## src/rtl/apb_cmd_master_if.sv

```systemverilog
// Command, response and APB bus bundle for apb_cmd_master.
// master = requester side, slave = sequencer/peripheral side.
interface apb_cmd_master_if #(
  parameter int ADDR_W = 32,
  parameter int DATA_W = 32
);
  logic              cmd_valid_i;
  logic              cmd_ready_o;
  logic [1:0]        cmd_op_i;
  logic [ADDR_W-1:0] cmd_addr_i;
  logic [DATA_W-1:0] cmd_wdata_i;
  logic              rsp_valid_o;
  logic              rsp_ready_i;
  logic [DATA_W-1:0] rsp_rdata_o;
  logic              rsp_err_o;
  logic              rsp_timeout_o;
  logic              psel_o;
  logic              penable_o;
  logic              pwrite_o;
  logic [ADDR_W-1:0] paddr_o;
  logic [DATA_W-1:0] pwdata_o;
  logic              pready_i;
  logic              pslverr_i;
  logic [DATA_W-1:0] prdata_i;

  modport master (
    input  cmd_valid_i, cmd_op_i,
    input  cmd_addr_i, cmd_wdata_i,
    output cmd_ready_o,
    output rsp_valid_o, rsp_rdata_o,
    output rsp_err_o, rsp_timeout_o,
    input  rsp_ready_i,
    output psel_o, penable_o, pwrite_o,
    output paddr_o, pwdata_o,
    input  pready_i, pslverr_i, prdata_i
  );

  modport slave (
    output cmd_valid_i, cmd_op_i,
    output cmd_addr_i, cmd_wdata_i,
    input  cmd_ready_o,
    input  rsp_valid_o, rsp_rdata_o,
    input  rsp_err_o, rsp_timeout_o,
    output rsp_ready_i,
    input  psel_o, penable_o, pwrite_o,
    input  paddr_o, pwdata_o,
    output pready_i, pslverr_i, prdata_i
  );
endinterface

```

## src/rtl/apb_cmd_master.sv

```systemverilog
// APB3 requester: read / write / read-increment-write commands,
// with PSLVERR reporting and a wait-state timeout.
module apb_cmd_master #(
  parameter int ADDR_W  = 32,
  parameter int DATA_W  = 32,
  parameter int TIMEOUT = 16,
  parameter logic [DATA_W-1:0] INC = DATA_W'(1)
) (
  input  logic clk,
  input  logic reset,
  apb_cmd_master_if.master bus
);

  localparam int CW = (TIMEOUT < 1) ? 1 : $clog2(TIMEOUT + 1);

  localparam logic [1:0] OP_RD  = 2'b00;
  localparam logic [1:0] OP_WR  = 2'b01;
  localparam logic [1:0] OP_RMW = 2'b10;
  localparam logic [1:0] OP_RSV = 2'b11;

  typedef enum logic [1:0] {
    S_IDLE,
    S_SETUP,
    S_ACCESS,
    S_RESP
  } state_e;

  state_e            state_q, state_d;
  logic [1:0]        op_q, op_d;
  logic [ADDR_W-1:0] addr_q, addr_d;
  logic [DATA_W-1:0] pwdata_q, pwdata_d;
  logic              pwrite_q, pwrite_d;
  logic [DATA_W-1:0] rdata_q, rdata_d;
  logic              err_q, err_d;
  logic              tmo_q, tmo_d;
  logic              wph_q, wph_d;
  logic [CW-1:0]     wcnt_q, wcnt_d;
  logic              tmo_hit;

  // This stalled cycle is the TIMEOUT-th wait state.
  assign tmo_hit = (TIMEOUT != 0) && !bus.pready_i &&
                   (32'(wcnt_q) + 32'd1 == 32'(TIMEOUT));

  always_ff @(posedge clk) begin
    if (reset) begin
      state_q  <= S_IDLE;
      op_q     <= '0;
      addr_q   <= '0;
      pwdata_q <= '0;
      pwrite_q <= 1'b0;
      rdata_q  <= '0;
      err_q    <= 1'b0;
      tmo_q    <= 1'b0;
      wph_q    <= 1'b0;
      wcnt_q   <= '0;
    end else begin
      state_q  <= state_d;
      op_q     <= op_d;
      addr_q   <= addr_d;
      pwdata_q <= pwdata_d;
      pwrite_q <= pwrite_d;
      rdata_q  <= rdata_d;
      err_q    <= err_d;
      tmo_q    <= tmo_d;
      wph_q    <= wph_d;
      wcnt_q   <= wcnt_d;
    end
  end

  always_comb begin
    state_d  = state_q;
    op_d     = op_q;
    addr_d   = addr_q;
    pwdata_d = pwdata_q;
    pwrite_d = pwrite_q;
    rdata_d  = rdata_q;
    err_d    = err_q;
    tmo_d    = tmo_q;
    wph_d    = wph_q;
    wcnt_d   = wcnt_q;
    unique case (state_q)
      S_IDLE: begin
        if (bus.cmd_valid_i) begin
          op_d    = bus.cmd_op_i;
          rdata_d = '0;
          err_d   = 1'b0;
          tmo_d   = 1'b0;
          wph_d   = 1'b0;
          if (bus.cmd_op_i == OP_RSV) begin
            err_d   = 1'b1;
            state_d = S_RESP;
          end else begin
            addr_d   = bus.cmd_addr_i;
            pwdata_d = bus.cmd_wdata_i;
            pwrite_d = (bus.cmd_op_i == OP_WR);
            state_d  = S_SETUP;
          end
        end
      end
      S_SETUP: begin
        wcnt_d  = '0;
        state_d = S_ACCESS;
      end
      S_ACCESS: begin
        if (bus.pready_i) begin
          if (!wph_q && op_q != OP_WR) begin
            rdata_d = bus.prdata_i;
          end
          if (op_q == OP_RMW && !wph_q && !bus.pslverr_i) begin
            wph_d    = 1'b1;
            pwrite_d = 1'b1;
            pwdata_d = bus.prdata_i + INC;
            state_d  = S_SETUP;
          end else begin
            err_d   = bus.pslverr_i;
            state_d = S_RESP;
          end
        end else if (tmo_hit) begin
          rdata_d = '0;
          err_d   = 1'b1;
          tmo_d   = 1'b1;
          state_d = S_RESP;
        end else begin
          wcnt_d = wcnt_q + CW'(1);
        end
      end
      S_RESP: begin
        if (bus.rsp_ready_i) begin
          state_d = S_IDLE;
        end
      end
      default: state_d = S_IDLE;
    endcase
  end

  always_comb begin
    bus.cmd_ready_o   = (state_q == S_IDLE);
    bus.rsp_valid_o   = (state_q == S_RESP);
    bus.rsp_rdata_o   = rdata_q;
    bus.rsp_err_o     = err_q;
    bus.rsp_timeout_o = tmo_q;
    bus.psel_o        = (state_q == S_SETUP) ||
                        (state_q == S_ACCESS);
    bus.penable_o     = (state_q == S_ACCESS);
    bus.pwrite_o      = pwrite_q;
    bus.paddr_o       = addr_q;
    bus.pwdata_o      = pwdata_q;
  end

endmodule
```

## src/flat_wrapper.sv

```systemverilog
// flat-port wrapper written by rule: the top's interface ports become plain ports
module apb_cmd_master_flat 
#(
  parameter int ADDR_W  = 32,
  parameter int DATA_W  = 32,
  parameter int TIMEOUT = 16,
  parameter logic [DATA_W-1:0] INC = DATA_W'(1)
)
  (clk, reset, bus_cmd_valid_i, bus_cmd_op_i, bus_cmd_addr_i, bus_cmd_wdata_i, bus_cmd_ready_o, bus_rsp_valid_o, bus_rsp_rdata_o, bus_rsp_err_o, bus_rsp_timeout_o, bus_rsp_ready_i, bus_psel_o, bus_penable_o, bus_pwrite_o, bus_paddr_o, bus_pwdata_o, bus_pready_i, bus_pslverr_i, bus_prdata_i);
  apb_cmd_master_if #(.ADDR_W(ADDR_W), .DATA_W(DATA_W)) bus_i ();
  input  logic clk;
  input  logic reset;
  input wire logic [$bits(bus_i.cmd_valid_i)-1:0] bus_cmd_valid_i;
  input wire logic [$bits(bus_i.cmd_op_i)-1:0] bus_cmd_op_i;
  input wire logic [$bits(bus_i.cmd_addr_i)-1:0] bus_cmd_addr_i;
  input wire logic [$bits(bus_i.cmd_wdata_i)-1:0] bus_cmd_wdata_i;
  output wire logic [$bits(bus_i.cmd_ready_o)-1:0] bus_cmd_ready_o;
  output wire logic [$bits(bus_i.rsp_valid_o)-1:0] bus_rsp_valid_o;
  output wire logic [$bits(bus_i.rsp_rdata_o)-1:0] bus_rsp_rdata_o;
  output wire logic [$bits(bus_i.rsp_err_o)-1:0] bus_rsp_err_o;
  output wire logic [$bits(bus_i.rsp_timeout_o)-1:0] bus_rsp_timeout_o;
  input wire logic [$bits(bus_i.rsp_ready_i)-1:0] bus_rsp_ready_i;
  output wire logic [$bits(bus_i.psel_o)-1:0] bus_psel_o;
  output wire logic [$bits(bus_i.penable_o)-1:0] bus_penable_o;
  output wire logic [$bits(bus_i.pwrite_o)-1:0] bus_pwrite_o;
  output wire logic [$bits(bus_i.paddr_o)-1:0] bus_paddr_o;
  output wire logic [$bits(bus_i.pwdata_o)-1:0] bus_pwdata_o;
  input wire logic [$bits(bus_i.pready_i)-1:0] bus_pready_i;
  input wire logic [$bits(bus_i.pslverr_i)-1:0] bus_pslverr_i;
  input wire logic [$bits(bus_i.prdata_i)-1:0] bus_prdata_i;
  assign bus_i.cmd_valid_i = bus_cmd_valid_i;
  assign bus_i.cmd_op_i = bus_cmd_op_i;
  assign bus_i.cmd_addr_i = bus_cmd_addr_i;
  assign bus_i.cmd_wdata_i = bus_cmd_wdata_i;
  assign bus_cmd_ready_o = bus_i.cmd_ready_o;
  assign bus_rsp_valid_o = bus_i.rsp_valid_o;
  assign bus_rsp_rdata_o = bus_i.rsp_rdata_o;
  assign bus_rsp_err_o = bus_i.rsp_err_o;
  assign bus_rsp_timeout_o = bus_i.rsp_timeout_o;
  assign bus_i.rsp_ready_i = bus_rsp_ready_i;
  assign bus_psel_o = bus_i.psel_o;
  assign bus_penable_o = bus_i.penable_o;
  assign bus_pwrite_o = bus_i.pwrite_o;
  assign bus_paddr_o = bus_i.paddr_o;
  assign bus_pwdata_o = bus_i.pwdata_o;
  assign bus_i.pready_i = bus_pready_i;
  assign bus_i.pslverr_i = bus_pslverr_i;
  assign bus_i.prdata_i = bus_prdata_i;
  apb_cmd_master #(.ADDR_W(ADDR_W), .DATA_W(DATA_W), .TIMEOUT(TIMEOUT), .INC(INC)) u_core (.clk(clk), .reset(reset), .bus(bus_i));
endmodule
```

## config.mk

```make
export PLATFORM = sky130hd
export DESIGN_NAME = apb_cmd_master_flat
export DESIGN_NICKNAME = d
export VERILOG_FILES = /design/src/rtl/apb_cmd_master_if.sv /design/src/rtl/apb_cmd_master.sv /design/src/flat_wrapper.sv
export SDC_FILE = /design/constraint.sdc
export NUM_CORES = 1
export LEC_CHECK = 0
export ABC_AREA = 1
export BUFFER_PORTS_ARGS = -buffer_cell sky130_fd_sc_hd__buf_2
export CAP_MARGIN = 15
export CORE_ASPECT_RATIO = 1.25
export CORE_MARGIN = 2
export CORE_UTILIZATION = 46
export DETAILED_ROUTE_END_ITERATION = 10
export HOLD_SLACK_MARGIN = 0.15
export PLACE_DENSITY = 0.74
export SLEW_MARGIN = 20
export SYNTH_ARGS = -nofsm -noshare
export SYNTH_HDL_FRONTEND = slang
export SYNTH_SLANG_ARGS = --single-unit
```

## constraint.sdc

```tcl
create_clock -name clk -period 1.6 [get_ports clk]
set_input_delay 0.32 -clock clk [delete_from_list [all_inputs] [get_ports clk]]
set_output_delay 0.32 -clock clk [all_outputs]
set_load 0.005 [all_outputs]
```

==> out/metrics.cfg <==
[sta]
finalWorstSetupSlack_ns=-0.153
final_hold_viol_count=0
hold-worst-slack_ns=0.177
finClkSkew_ns=0.00707
slew_headroom_pct=74.4
fin_crit_ns=1.75
drv_slew=0
grt_setup_unrepaired=yes
period_share_pct=110
tightest_slew_ns=0.384
setup_viol=59
fmax_mhz=571

[grt]
track_usage_pct=28.7
grt_max_degree=61
grt_pass1_wl_um=30900
grt_pass1_vias=6585
antenna_found_initial=0
overflow=0

[pwr]
power_density_mw_per_mm2=1760
intPower_mw=8.85
power.leakage_nw=4.32
p_seq_share_pct=26.6
switching_share_pct=41.6
p_clk_share_pct=14.6
ir_drop_uv=961
combinationalPowerShare_pct=58.8
switchingPower_mw=6.30

[floorplan]
die_x_um=105
rows=45
core_area_mm2=0.0123
die_area_mm2=0.0136
die_y_um=130
ios=207
initial_core_util_pct=47.4

[critical_path]
critPathTopFamily=simple AND/OR/NAND/NOR gates
crit_required_ns=1.87
worstSetupStartpointType=flop
critical_path_class=flop to flop
crit_path_end_kind=flop
cpMaxStageDelayCell=dfxtp_4
crit_buf_inv=3
slowest_delay_ns=0.39
crit_fanout=5
crit_chain=ha_4, inv_2, nand2_2, nand3_2, nor2_4, nand3_4, nand2_4, buf_4, buf_6, nand3_1, a21oi_1
crit_arrival_ns=2.03

[drt]
vias=7121
drc=0
antenna_left=0
wl_per_cell_um=15.1
drt_pass1_iterations=5
drtIter0Drc=471
routed_wl_um=20900
vias_per_cell=5.15

[final_layout]
drive_gt1_share_pct=34.8
seq_area_mm2=0.00220
final_common_cell=nand2_1
multi_input_area_mm2=0.00333
finalNonFillerCells=1382
nFillCells=1070
final_util_pct=70.0
most-common-layout-cells=nand2_1, buf_2, nor2_1, dfxtp_1, inv_1
antenna-diode-count=0
layout.nets=1324
syn_to_final_growth_pct=47.6

[synth]
netlist_instances=940
ys_seq_area_share_pct=37.5
synth-main-ff-cell=dfxtp_1
synth_edf_count=0
synthArstFlopShare_pct=0
synth_nets=1051
synth_cell_types=34
syn_avg_cell_area_um2=6.19
synth_seq_cells=109
yosys_warnings=0
syn_area_mm2=0.00582

[job]
max-cap-violations=0

[status]
status=finished, violations left
violations=setup timing

[placed_design]
gp_congestion=0.969
dp.cells=1343
dp_worst_setup_slack_ns=-0.152
place_hpwl_um=14200
port_buffers=206

[cts]
cts_tree=built
root_buffer=clkbuf_16
htree_levels=3
cts.path.max_buffers=2
numCtsBuffers=9
clock_sink_count=109
clkLatencyLatePin_ns=0.36
clk_pin_slew_ns=0.08

[hold_path]
hold_class=input pin to flop

==> sequential cells by signal, indices dropped and copies added (netlist names), 2 cells and up <==
name,flops
u_core.state_q,2
u_core.op_q,2
u_core.bus.rsp_rdata_o,32
u_core.bus.paddr_o,32
u_core.bus.pwdata_o,32
u_core.wcnt_q,5
==> cell usage after synthesis, types with 2 or more instances <==
master,count,area (um^2)
a21oi_1,50,250
a31oi_1,2,12.5
buf_1,7,26.3
buf_2,11,55.1
buf_6,3,33.8
clkbuf_1,24,90.1
clkinv_1,2,7.51
dfxtp_1,109,2180
ha_1,7,87.6
inv_1,105,394
inv_2,4,15.0
nand2_1,253,950
nand3_1,34,170
nand3b_1,6,45.0
nand4_1,37,231
nor2_1,191,717
nor3_1,2,10.0
o211ai_1,2,15.0
o21ai_0,68,340
xnor2_1,5,43.8
xor2_1,5,43.8
==> worst register-to-register path: stages (launching register included) <==
cell,delay [ns]
dfxtp_4,0.39
ha_4,0.18
inv_2,0.05
nand2_2,0.07
nand3_2,0.09
nor2_4,0.13
nand3_4,0.10
nand2_4,0.10
buf_4,0.14
buf_6,0.12
nand3_1,0.11
a21oi_1,0.20
==> final cells by class <==
cell class / count / share of cell area [%]
Clock buffer: 9 / 2.62
Clock inverter: 7 / 0.786
Inverter: 111 / 5.08
Multi-Input combinational cell: 674 / 38.8
Sequential cell: 109 / 25.6
Tap cell: 164 / 2.39
Timing Repair Buffer: 308 / 24.8
==> cell families after synthesis <==
family                     count (synthesis)  synth area share (%)
and+or+nand+nor                          529                  37.4
buffers and inverters                    157                  10.8
AOI/OAI and AO/OA                        128                  11.3
xor gates and xnor gates                  10                  1.50
adders and majority gates                  7                  1.50
DFF                                      109                  37.5
==> power groups by stage <==
stage / registers (mW) / logic, mW / clock network [mW]
detailed placement: 4.02 / 6.97 / 0
CTS: 4.00 / 7.97 / 2.24
global route: 4.11 / 9.82 / 2.34
finish: 4.02 / 8.91 / 2.21
global placement: 4.01 / 6.87 / 0
floorplan: 4.08 / 4.11 / 0
==> metrics by stage <==
step | TNS [ns] | instance area [um^2] | power [mW]
floorplan | 0 | 5870 | 8.19
global placement | -4.04 | 7600 | 10.9
detailed placement | -5.74 | 7600 | 11.0
CTS | -2.93 | 8250 | 14.2
global route | -11.00 | 8590 | 16.3
finish | -5.43 | 8590 | 15.1
==> layer usage <==
layer | track usage [%] | part of all wire, % | vias up | routed length [um]
met1 | 31.8 | 37 | 3244 | 7830
li1 | - | - | 3497 | -
met3 | 6.14 | 7.2 | 74 | 1510
met2 | 52.0 | 51 | 306 | 10700
met5 | 0 | 0 | - | 0
met4 | 14.9 | 4.1 | 0 | 847
==> worst paths after layout <==
path | from | cells after the start | slack [ns] | to
setup reg to reg | u_core.wcnt_q[1] | 11 | -0.15 | u_core.wcnt_q[2]
hold reg to reg | u_core.bus.pwdata_o[6] | 2 | 0.46 | u_core.bus.pwdata_o[6]
setup / recovery | u_core.wcnt_q[1] | 11 | -0.15 | u_core.wcnt_q[2]
hold / removal | bus_cmd_addr_i[11] | 3 | 0.18 | u_core.bus.paddr_o[11]
==> what timing repair did <==
item	in CTS	in global routing
gates resized for setup	49	79
buffers inserted	10	5
endpoints found under the hold margin	0	0
hold buffers	0	0
pin swaps	23	37
endpoints found under the setup margin	73	81
gates cloned	5	4
Note: power is estimated with default switching activity, not from simulation.
